File: src/rtl/regfile_arbiter_pkg.sv
// Shared register-file definitions: data width, write-command encodings and
// special-function register addresses.
package regfile_arbiter_pkg;

  localparam int DATA_WIDTH = 8;

  localparam logic [2:0] WCMD_NONE        = 3'b000;
  localparam logic [2:0] WCMD_STATUS      = 3'b001;
  localparam logic [2:0] WCMD_FILE        = 3'b010;
  localparam logic [2:0] WCMD_FILE_STATUS = 3'b011;
  localparam logic [2:0] WCMD_FSR         = 3'b100;

  localparam logic [4:0] ADDR_INDF   = 5'h00;
  localparam logic [4:0] ADDR_TMR0   = 5'h01;
  localparam logic [4:0] ADDR_PCL    = 5'h02;
  localparam logic [4:0] ADDR_STATUS = 5'h03;
  localparam logic [4:0] ADDR_FSR    = 5'h04;

endpackage

File: src/rtl/regfile_arbiter_if.sv
// Bus bundle between core, debug port and register file for regfile_arbiter.
// slave = arbiter side, master = environment side.
interface regfile_arbiter_if;
  import regfile_arbiter_pkg::*;

  logic                  coreValid;
  logic [2:0]            coreCmd;
  logic [4:0]            coreAddr;
  logic [DATA_WIDTH-1:0] coreData;
  logic                  coreStall;

  logic                  dbgReq;
  logic                  dbgWe;
  logic [4:0]            dbgAddr;
  logic [DATA_WIDTH-1:0] dbgWData;
  logic                  dbgAck;
  logic [DATA_WIDTH-1:0] dbgRData;

  logic [2:0]            rfWriteCommand;
  logic [4:0]            rfFileAddr;
  logic [DATA_WIDTH-1:0] rfWriteData;
  logic [DATA_WIDTH-1:0] rfReadData;

  modport slave (
    input  coreValid, coreCmd, coreAddr, coreData,
    input  dbgReq, dbgWe, dbgAddr, dbgWData,
    input  rfReadData,
    output coreStall, dbgAck, dbgRData,
    output rfWriteCommand, rfFileAddr, rfWriteData
  );

  modport master (
    output coreValid, coreCmd, coreAddr, coreData,
    output dbgReq, dbgWe, dbgAddr, dbgWData,
    output rfReadData,
    input  coreStall, dbgAck, dbgRData,
    input  rfWriteCommand, rfFileAddr, rfWriteData
  );

endinterface

File: src/rtl/regfile_arbiter.sv
// Arbitrates the register-file write port between the core and a debug port.
// Define ARB_FAIR_EN to force a debug grant after STARVE_LIMIT core-held cycles.
module regfile_arbiter
  import regfile_arbiter_pkg::*;
#(
  parameter int unsigned STARVE_LIMIT = 4
) (
  input  logic              clk,
  input  logic              rst,
  regfile_arbiter_if.slave  bus
);

  typedef enum logic [1:0] {IDLE, PEND, ACK} state_e;

  state_e                state_q, state_d;
  logic                  we_q, we_d;
  logic [4:0]            addr_q, addr_d;
  logic [DATA_WIDTH-1:0] wdata_q, wdata_d;
  logic [DATA_WIDTH-1:0] rdata_q, rdata_d;
  logic                  grant;
  logic                  force_grant;

`ifdef ARB_FAIR_EN
  localparam int unsigned CNT_W = $clog2(STARVE_LIMIT + 1);
  localparam logic [CNT_W-1:0] LIMIT = CNT_W'(STARVE_LIMIT);

  logic [CNT_W-1:0] starve_q, starve_d;

  // Counts only while waiting in PEND; any grant (and hence leaving PEND) clears it.
  always_comb begin
    starve_d = '0;
    if (state_q == PEND && !grant && bus.coreValid)
      starve_d = (starve_q == LIMIT) ? starve_q : starve_q + 1'b1;
  end

  always_ff @(posedge clk or negedge rst) begin
    if (!rst) starve_q <= '0;
    else      starve_q <= starve_d;
  end

  assign force_grant = (starve_q == LIMIT);
`else
  assign force_grant = 1'b0;
`endif

  always_comb begin
    state_d = state_q;
    we_d    = we_q;
    addr_d  = addr_q;
    wdata_d = wdata_q;
    rdata_d = rdata_q;
    grant   = 1'b0;
    case (state_q)
      IDLE: begin
        if (bus.dbgReq) begin
          we_d    = bus.dbgWe;
          addr_d  = bus.dbgAddr;
          wdata_d = bus.dbgWData;
          state_d = PEND;
        end
      end
      PEND: begin
        grant = !bus.coreValid || force_grant;
        if (grant) begin
          state_d = ACK;
          if (!we_q) rdata_d = bus.rfReadData;
        end
      end
      ACK:     state_d = IDLE;
      default: state_d = IDLE;
    endcase
  end

  // Debug only ever issues a plain file write or no write at all.
  always_comb begin
    bus.coreStall      = grant && bus.coreValid;
    bus.dbgAck         = (state_q == ACK);
    bus.dbgRData       = rdata_q;
    bus.rfWriteCommand = WCMD_NONE;
    bus.rfFileAddr     = '0;
    bus.rfWriteData    = '0;
    if (grant) begin
      bus.rfWriteCommand = we_q ? WCMD_FILE : WCMD_NONE;
      bus.rfFileAddr     = addr_q;
      bus.rfWriteData    = wdata_q;
    end else if (bus.coreValid) begin
      bus.rfWriteCommand = bus.coreCmd;
      bus.rfFileAddr     = bus.coreAddr;
      bus.rfWriteData    = bus.coreData;
    end
  end

  always_ff @(posedge clk or negedge rst) begin
    if (!rst) begin
      state_q <= IDLE;
      we_q    <= 1'b0;
      addr_q  <= '0;
      wdata_q <= '0;
      rdata_q <= '0;
    end else begin
      state_q <= state_d;
      we_q    <= we_d;
      addr_q  <= addr_d;
      wdata_q <= wdata_d;
      rdata_q <= rdata_d;
    end
  end

endmodule
File: src/flat_wrapper.sv
// flat-port wrapper written by rule: the top's interface ports become plain ports
module regfile_arbiter_flat import regfile_arbiter_pkg::*;
#(
  parameter int unsigned STARVE_LIMIT = 4
)
  (clk, rst, bus_coreValid, bus_coreCmd, bus_coreAddr, bus_coreData, bus_dbgReq, bus_dbgWe, bus_dbgAddr, bus_dbgWData, bus_rfReadData, bus_coreStall, bus_dbgAck, bus_dbgRData, bus_rfWriteCommand, bus_rfFileAddr, bus_rfWriteData);
  regfile_arbiter_if bus_i ();
  input  logic clk;
  input  logic rst;
  input wire logic [$bits(bus_i.coreValid)-1:0] bus_coreValid;
  input wire logic [$bits(bus_i.coreCmd)-1:0] bus_coreCmd;
  input wire logic [$bits(bus_i.coreAddr)-1:0] bus_coreAddr;
  input wire logic [$bits(bus_i.coreData)-1:0] bus_coreData;
  input wire logic [$bits(bus_i.dbgReq)-1:0] bus_dbgReq;
  input wire logic [$bits(bus_i.dbgWe)-1:0] bus_dbgWe;
  input wire logic [$bits(bus_i.dbgAddr)-1:0] bus_dbgAddr;
  input wire logic [$bits(bus_i.dbgWData)-1:0] bus_dbgWData;
  input wire logic [$bits(bus_i.rfReadData)-1:0] bus_rfReadData;
  output wire logic [$bits(bus_i.coreStall)-1:0] bus_coreStall;
  output wire logic [$bits(bus_i.dbgAck)-1:0] bus_dbgAck;
  output wire logic [$bits(bus_i.dbgRData)-1:0] bus_dbgRData;
  output wire logic [$bits(bus_i.rfWriteCommand)-1:0] bus_rfWriteCommand;
  output wire logic [$bits(bus_i.rfFileAddr)-1:0] bus_rfFileAddr;
  output wire logic [$bits(bus_i.rfWriteData)-1:0] bus_rfWriteData;
  assign bus_i.coreValid = bus_coreValid;
  assign bus_i.coreCmd = bus_coreCmd;
  assign bus_i.coreAddr = bus_coreAddr;
  assign bus_i.coreData = bus_coreData;
  assign bus_i.dbgReq = bus_dbgReq;
  assign bus_i.dbgWe = bus_dbgWe;
  assign bus_i.dbgAddr = bus_dbgAddr;
  assign bus_i.dbgWData = bus_dbgWData;
  assign bus_i.rfReadData = bus_rfReadData;
  assign bus_coreStall = bus_i.coreStall;
  assign bus_dbgAck = bus_i.dbgAck;
  assign bus_dbgRData = bus_i.dbgRData;
  assign bus_rfWriteCommand = bus_i.rfWriteCommand;
  assign bus_rfFileAddr = bus_i.rfFileAddr;
  assign bus_rfWriteData = bus_i.rfWriteData;
  regfile_arbiter #(.STARVE_LIMIT(STARVE_LIMIT)) u_core (.clk(clk), .rst(rst), .bus(bus_i));
endmodule
File: config.mk
export PLATFORM = sky130hd
export DESIGN_NAME = regfile_arbiter_flat
export DESIGN_NICKNAME = d
export VERILOG_FILES = /design/src/rtl/regfile_arbiter_pkg.sv /design/src/rtl/regfile_arbiter_if.sv /design/src/rtl/regfile_arbiter.sv /design/src/flat_wrapper.sv
export SDC_FILE = /design/constraint.sdc
export NUM_CORES = 1
export LEC_CHECK = 0
export ABC_AREA = 1
export ABC_CLOCK_PERIOD_IN_PS = 3800
export BUFFER_PORTS_ARGS = -buffer_cell sky130_fd_sc_hd__buf_2
export CAP_MARGIN = 40
export CELL_PAD_IN_SITES_DETAIL_PLACEMENT = 0
export CELL_PAD_IN_SITES_GLOBAL_PLACEMENT = 1
export CORE_MARGIN = 4
export CORE_UTILIZATION = 28
export DETAILED_ROUTE_END_ITERATION = 10
export HOLD_SLACK_MARGIN = 0.12
export PLACE_DENSITY = 0.84
export SLEW_MARGIN = 20
export SYNTH_ARGS = -nofsm -noshare
export SYNTH_HDL_FRONTEND = slang
export SYNTH_SLANG_ARGS = --single-unit
File: constraint.sdc
create_clock -name clk -period 3.8 [get_ports clk]
set_input_delay 0.95 -clock clk [delete_from_list [all_inputs] [get_ports clk]]
set_output_delay 0.95 -clock clk [all_outputs]
set_load 0.01 [all_outputs]
# == Word-level counts from Yosys, hierarchy flattened ==
# Cells that the tools add are included.
# op_classes
eq_ne,4
reduce_logical,6
muxes,11
bitwise_logic,2
# ops
operator,n
$mux 8,2
$mux 5,2
$mux 2,3
$mux 3,2
$ne 2x2->1 const B,2
$pmux 2 s2,1
$reduce_and 2->1,2
$reduce_and 3->1,1
$eq 2x1->1 const B,1
$eq 2x2->1 const B,1
$logic_not 2->1,1
$not 1->1,2
$logic_and 1x1->1,1
$logic_not 1->1,1
$mux 1,1
# totals
word_cells,28
reg_bits,24
out_inout_bits,26
input_bits,42

# == Depth between registers and ports, before layout ==
# Gate-level depths: netlist of run 1.
# depth
depth_word,3
depth_mapped,6
depth_no_buf,5

# == Worst setup path before layout of run 1 ==
# No wires, ideal clock.
# synth_path
path_kind,input-to-output
startpoint,input bus_coreValid
endpoint,output bus_rfFileAddr[2]
path_stages,5
path_buffers,2
path_slack_ns,1.294
arrival_ns,1.556
required_ns,2.850
path_cell_list,buf_2 nor2_4 buf_6 nand2_1 nand2_1
# synth_between
elab_chain_len,3
word_cells_on_any_way,4
classes_between,3 x mux; 1 x reduce/logical
# synth_rtl
element,line,rtl
from (decl),flat_wrapper.sv:10,input wire logic [$bits(bus_i.coreValid)-1:0] bus_coreValid;
$logic_not 1->1,regfile_arbiter.sv:63,grant = !bus.coreValid || force_grant;
$mux 1,regfile_arbiter.sv:53,case (state_q)
$mux 5 *,regfile_arbiter.sv:82,if (grant) begin
to (decl),flat_wrapper.sv:23,output wire logic [$bits(bus_i.rfFileAddr)-1:0] bus_rfFileAddr;
# Every way passes the cells marked *; elsewhere a longest branch is shown, timed or not.

# == Worst setup path after layout of run 1 ==
# Ends and elaborated chain as after synthesis.

==> results.py, run 1 <==
metrics = {
    "detailed_routing": {
        "drtIter0Drc": 34,
        "dr.pass1.iters": 4,
        "vias": 1172,
        "via_per_inst": 4.37,
        "routed_wl_um": 3120,
        "wl_per_cell_um": 11.6,
        "ant_nets": 0,
        "post-route-drc-count": 0,
    },
    "cts": {
        "holdBufCountCts": 0,
        "cts_buffers": 3,
        "cts.sink_count": 24,
        "cts.clk_slew.worst_paths_ns": 0.08,
        "tritoncts": "yes",
        "htreeDepth": 1,
        "cts.path.max_buffers": 2,
        "cts_setup_buffers": 0,
        "ctsResizeCount": 0,
        "root_buffer": "clkbuf_8",
        "clock_latency_ns": 0.26,
    },
    "layout": {
        "layout-drive-gt1-share": 0.358,
        "fill_cells": 447,
        "nets": 262,
        "n_antenna_cell": 0,
        "syn2layout_area_growth_pct": 32.8,
    },
    "grt": {
        "grt_overflow": 0,
        "grt_pass1_vias": 1181,
        "grt_pass1_wl_um": 5220,
        "grt_max_degree": 25,
        "antenna_found_initial": 0,
        "gr-usage-all-layers": 0.124,
    },
    "placed_design": {
        "numPortBuffers": 66,
        "dp_hpwl_um": 2310,
        "dp_slack_ns": 0.955,
        "place.gp.congestion": 0.720,
    },
    "flow_run": {
        "max_cap_viol_count": 0,
    },
    "logic_synthesis": {
        "avgSynthCellArea_um2": 7.61,
        "synth_edf_count": 0,
        "ys.warnings.count": 0,
        "yosys_most_used_dff": "dfrtp_1",
        "synth_top_area_share": 0.506,
        "async_flop_share": 1.00,
        "synth_cell_types": 14,
        "yosysTopAreaCell": "dfrtp_1",
        "yosys-top-cells-area": "dfrtp_1 (51%), nand2_1 (28%), nand3_1 (9.3%)",
        "synthesis.nets": 198,
        "synth_most_common_cell": "nand2_1",
        "ys_ff_latch": 24,
        "syn_inst": 156,
        "synth_area_um2": 1190,
        "synthTopCellsByCount": "nand2_1 (89), dfrtp_1 (24), nand3_1 (22), nor2_4 (4)",
        "synth_seq_area_share": 0.506,
    },
    "timing": {
        "clock_skew_ns": 0.00210,
        "max_freq_mhz": 354,
        "fin_crit_sh": 0.743,
        "worst_slew_pin_slew_ns": 0.546,
        "slew_violations": 0,
        "hold_viol_final": 0,
        "slew_headroom": 0.636,
        "setup_viol": 0,
        "min_period_ns": 2.82,
        "finalWorstSetupSlack_ns": 0.977,
        "rsz0062_at_grt": "false",
        "tns_ns": 0,
    },
    "setup_path": {
        "crit_type": "in2out",
        "cp_slowest_cell": "nor2_4",
        "r2r_setup_slack_ns": 2.41,
        "arrival_ns": 1.87,
        "worstReg2RegEnd": "u_core.wdata_q[5]",
        "critPathMaxStageDelay_ns": 0.38,
        "crit_required_ns": 2.85,
        "crit_cells": 5,
        "cp-endpoint": "bus_rfFileAddr[2]",
        "crit_buf_inv": 2,
        "crit_path_max_fanout": 19,
        "cp_top_family": "simple AND/OR/NAND/NOR gates",
        "crit_chain": "buf_2 > nor2_4 > nand2_1 > nand2_1 > buf_2",
        "start_kind": "primary input",
        "r2r-start": "u_core.state_q[0]",
        "startpoint": "bus_coreValid",
        "r2r_cells": 4,
        "end_kind": "output pin",
    },
    "floorplan": {
        "core_region_area_um2": 4060,
        "die_area_um2": 5350,
        "die_x_um": 73.1,
        "start_util": 0.293,
        "row_count": 23,
        "fp.dieH_um": 73.1,
        "ios": 68,
    },
    "power_and_ir_drop": {
        "p_leak_nw": 0.964,
        "cellPowerDensity_nw_per_um2": 570,
        "totalPowerFinal_uw": 899,
        "peakVddDrop_mv": 0.170,
    },
    "worst_hold_path": {
        "hp-class": "reg2reg",
    },
    "run_status": {
        "status": "complete, no violations",
    },
}
## report_power, final
part	leakage [nW]	switching, mW	total (mW)	internal [mW]
logic	0.644	0.199	0.326	0.127
registers	0.298	0.0652	0.426	0.361
clock network	0.0216	0.0761	0.147	0.0707
## worst min path at each step
stage                              to                   start  slack (ns)  cells past startpoint
6_report       u_core.bus.dbgRData[5]  u_core.bus.dbgRData[5]        0.47                      2
5_1_grt              u_core.addr_q[4]        u_core.addr_q[4]        0.50                      2
4_1_cts        u_core.bus.dbgRData[5]  u_core.bus.dbgRData[5]        0.48                      2
3_5_place_dp   u_core.bus.dbgRData[5]  u_core.bus.dbgRData[5]        0.46                      2
3_3_place_gp   u_core.bus.dbgRData[3]  u_core.bus.dbgRData[3]        0.45                      2
2_1_floorplan        u_core.addr_q[0]        u_core.addr_q[0]        0.44                      2
## tightest hold or removal path, delay by kind of cell (launching register included)
family	cells	cell delay, ns
simple gates	2	0.09
flops	1	0.35
## routing by layer
layer  vias up  global-route usage  share of wire
li1        607                   -              -
met1       534               0.156           0.43
met2        29               0.214           0.50
met3         2              0.0179          0.050
met4         0              0.0492          0.011
met5         -                   0              0
## cells by family (layout without fill, tap and decap cells)
kind of cell	count (synthesis)	after routing	share of synthesized area
flops	24	24	0.506
other cells	1	1	0.00316
simple gates	120	120	0.440
buf+inv	11	73	0.0506
## cells in the final DEF, fill, tap and decap left out
master    instances
inv_2             1
dfrtp_1          24
nand2_2           3
conb_1            1
nand2_4           1
nand3_1          22
nand2_1          89
clkbuf_8          3
buf_2            66
nor2_1            1
inv_1             3
nor2_4            4
## layout make-up
type | count | area, um2 | area share
clock buffer | 3 | 41.3 | 0.0262
inverter | 4 | 15.0 | 0.00952
multi-input combinational | 121 | 527 | 0.334
sequential | 24 | 601 | 0.381
tap | 50 | 62.6 | 0.0397
timing repair buffer | 66 | 330 | 0.210
## state kept, by name (all words and copies together) (netlist names)
| name | flops |
|---|---|
| u_core.addr_q | 5 |
| u_core.bus.dbgRData | 8 |
| u_core.state_q | 2 |
| u_core.wdata_q | 8 |
| u_core.we_q | 1 |
## through the flow
step | hold slack (ns) | utilization | instances | cell area [um2]
5_1_grt | 0.498 | 0.389 | 268 | 1580
2_1_floorplan | 0.442 | - | 156 | 1190
3_3_place_gp | 0.451 | 0.378 | 265 | 1540
4_1_cts | 0.479 | 0.389 | 268 | 1580
3_5_place_dp | 0.459 | 0.378 | 265 | 1540
6_report | 0.473 | 0.389 | 268 | 1580
(Power assumes the default switching activity.)
==> run 2: changes to the inputs <==
--- a/config.mk
+++ b/config.mk
@@ -6,16 +6,16 @@
 export NUM_CORES = 1
 export LEC_CHECK = 0
 export ABC_AREA = 1
-export ABC_CLOCK_PERIOD_IN_PS = 3800
+export ABC_CLOCK_PERIOD_IN_PS = 2300
 export BUFFER_PORTS_ARGS = -buffer_cell sky130_fd_sc_hd__buf_2
 export CAP_MARGIN = 40
 export CELL_PAD_IN_SITES_DETAIL_PLACEMENT = 0
 export CELL_PAD_IN_SITES_GLOBAL_PLACEMENT = 1
 export CORE_MARGIN = 4
-export CORE_UTILIZATION = 28
+export CORE_UTILIZATION = 26
 export DETAILED_ROUTE_END_ITERATION = 10
 export HOLD_SLACK_MARGIN = 0.12
-export PLACE_DENSITY = 0.84
+export PLACE_DENSITY = 0.82
 export SLEW_MARGIN = 20
 export SYNTH_ARGS = -nofsm -noshare
 export SYNTH_HDL_FRONTEND = slang
==> constraint.sdc (replaced) <==
create_clock -name clk -period 2.3 [get_ports clk]
set_input_delay 0.575 -clock clk [delete_from_list [all_inputs] [get_ports clk]]
set_output_delay 0.575 -clock clk [all_outputs]
set_load 0.01 [all_outputs]
==> results.py, run 2 (same netlist as run 1, synthesis figures left out) <==
metrics = {
    "floorplan": {
        "die_x_um": 75.6,
        "core_region_area_um2": 4380,
        "die_area_um2": 5710,
        "row_count": 24,
        "fp.dieH_um": 75.6,
        "start_util": 0.271,
        "ios": 68,
    },
    "cts": {
        "ctsResizeCount": 0,
        "cts.path.max_buffers": 2,
        "cts.sink_count": 24,
        "cts_setup_buffers": 0,
        "cts.clk_slew.worst_paths_ns": 0.09,
        "cts_buffers": 3,
        "htreeDepth": 1,
        "root_buffer": "clkbuf_8",
        "clock_latency_ns": 0.26,
        "tritoncts": "yes",
        "holdBufCountCts": 0,
    },
    "setup_path": {
        "crit_path_max_fanout": 15,
        "start_kind": "flop",
        "startpoint": "u_core.state_q[1]",
        "end_kind": "output pin",
        "crit_required_ns": 1.73,
        "arrival_ns": 1.52,
        "crit_type": "reg2out",
        "r2r-start": "u_core.state_q[0]",
    },
    "power_and_ir_drop": {
        "cellPowerDensity_nw_per_um2": 998,
        "p_leak_nw": 0.983,
        "peakVddDrop_mv": 0.358,
    },
    "timing": {
        "finalWorstSetupSlack_ns": 0.206,
        "fin_crit_sh": 0.910,
        "worst_slew_pin_slew_ns": 0.548,
        "max_freq_mhz": 478,
        "holdWs_ns": 0.283,
        "rsz0062_at_grt": "false",
        "hold_viol_final": 0,
        "clock_skew_ns": 0.00725,
        "slew_violations": 0,
        "min_period_ns": 2.09,
        "setup_viol": 0,
        "tns_ns": 0,
        "slew_headroom": 0.635,
    },
    "detailed_routing": {
        "wl_per_cell_um": 11.7,
        "post-route-drc-count": 0,
        "via_per_inst": 4.26,
        "vias": 1159,
        "dr.pass1.iters": 4,
        "drtIter0Drc": 59,
        "routed_wl_um": 3180,
        "ant_nets": 0,
    },
    "layout": {
        "layout_commonest_cell": "nand2_1",
        "fin_area_um2": 1620,
        "nets": 263,
        "layout-drive-gt1-share": 0.364,
        "final_cell_mix": "nand2_1 (89), buf_2 (66), dfrtp_1 (24), nand3_1 (22), nor2_4 (4)",
        "n_antenna_cell": 0,
        "syn2layout_area_growth_pct": 36.1,
    },
    "placed_design": {
        "dp_hpwl_um": 2420,
        "numPortBuffers": 66,
        "dp_slack_ns": 0.344,
        "placed_cell_area_um2": 1550,
        "place.gp.congestion": 0.667,
    },
    "run_status": {
        "status": "complete, no violations",
    },
    "grt": {
        "grt_pass1_vias": 1110,
        "gr-usage-all-layers": 0.118,
        "antenna_found_initial": 0,
        "grt_pass1_wl_um": 5130,
        "grt_overflow": 0,
        "grt_max_degree": 25,
    },
    "flow_run": {
        "max_cap_viol_count": 0,
    },
    "worst_hold_path": {
        "hp-class": "in2async",
    },
}
## run 2: changes by cell type in the layout (fill, tap and decap cells not counted), sizes merged
cell / change
buf: +1
bufinv: +1
## run 2: layout make-up
cell class,instances,area [um2]
multi-input combinational,121,527
clock inverter,1,30.0
tap,52,65.1
timing repair buffer,67,338
fill,487,2770
inverter,4,15.0
sequential,24,601
clock buffer,3,41.3
## run 2: stage by stage
stage | util | std cells | power [mW]
final | 0.369 | 272 | 1.61
after global routing | 0.369 | 272 | 1.76
after CTS | 0.369 | 272 | 1.64
after detailed placement | 0.352 | 268 | 1.27
after global placement | 0.352 | 268 | 1.26
after floorplan | - | 156 | 1.05
## run 2: path summary, 6_finish.rpt
| path | end | slack (ns) | cells past startpoint |
|---|---|---|---|
| max | bus_rfWriteData[6] | 0.21 | 6 |
| min | u_core.bus.dbgRData[4] | 0.28 | 1 |
| max reg2reg | u_core.wdata_q[1] | 0.93 | 4 |
| min reg2reg | u_core.bus.dbgRData[5] | 0.47 | 2 |
| max in group asynchronous | u_core.addr_q[4] | 1.65 | 1 |
| min in group clk | u_core.bus.dbgRData[5] | 0.47 | 2 |
## run 2: metal layers
| metal | wire length, um | share of wire | up-vias | track usage |
|---|---|---|---|---|
| li1 | - | - | 610 | - |
| met1 | 1350 | 0.42 | 515 | 0.142 |
| met3 | 194 | 0.061 | 2 | 0.0224 |
| met2 | 1600 | 0.50 | 32 | 0.210 |
| met4 | 36 | 0.011 | 0 | 0.0408 |
| met5 | 0 | 0 | - | 0 |
## run 2: where the power goes
part | internal [mW] | leakage, nW | switching, mW
Clock | 0.232 | 0.0357 | 0.134
Combinational | 0.211 | 0.649 | 0.330
Sequential | 0.596 | 0.298 | 0.109
## run 2: worst max-delay path: stages, from the launching register on
cell     delay [ns]
dfrtp_1        0.45
inv_1          0.11
nand2_2        0.06
nor2_4         0.33
nand2_1        0.11
nand2_1        0.07
buf_2          0.12
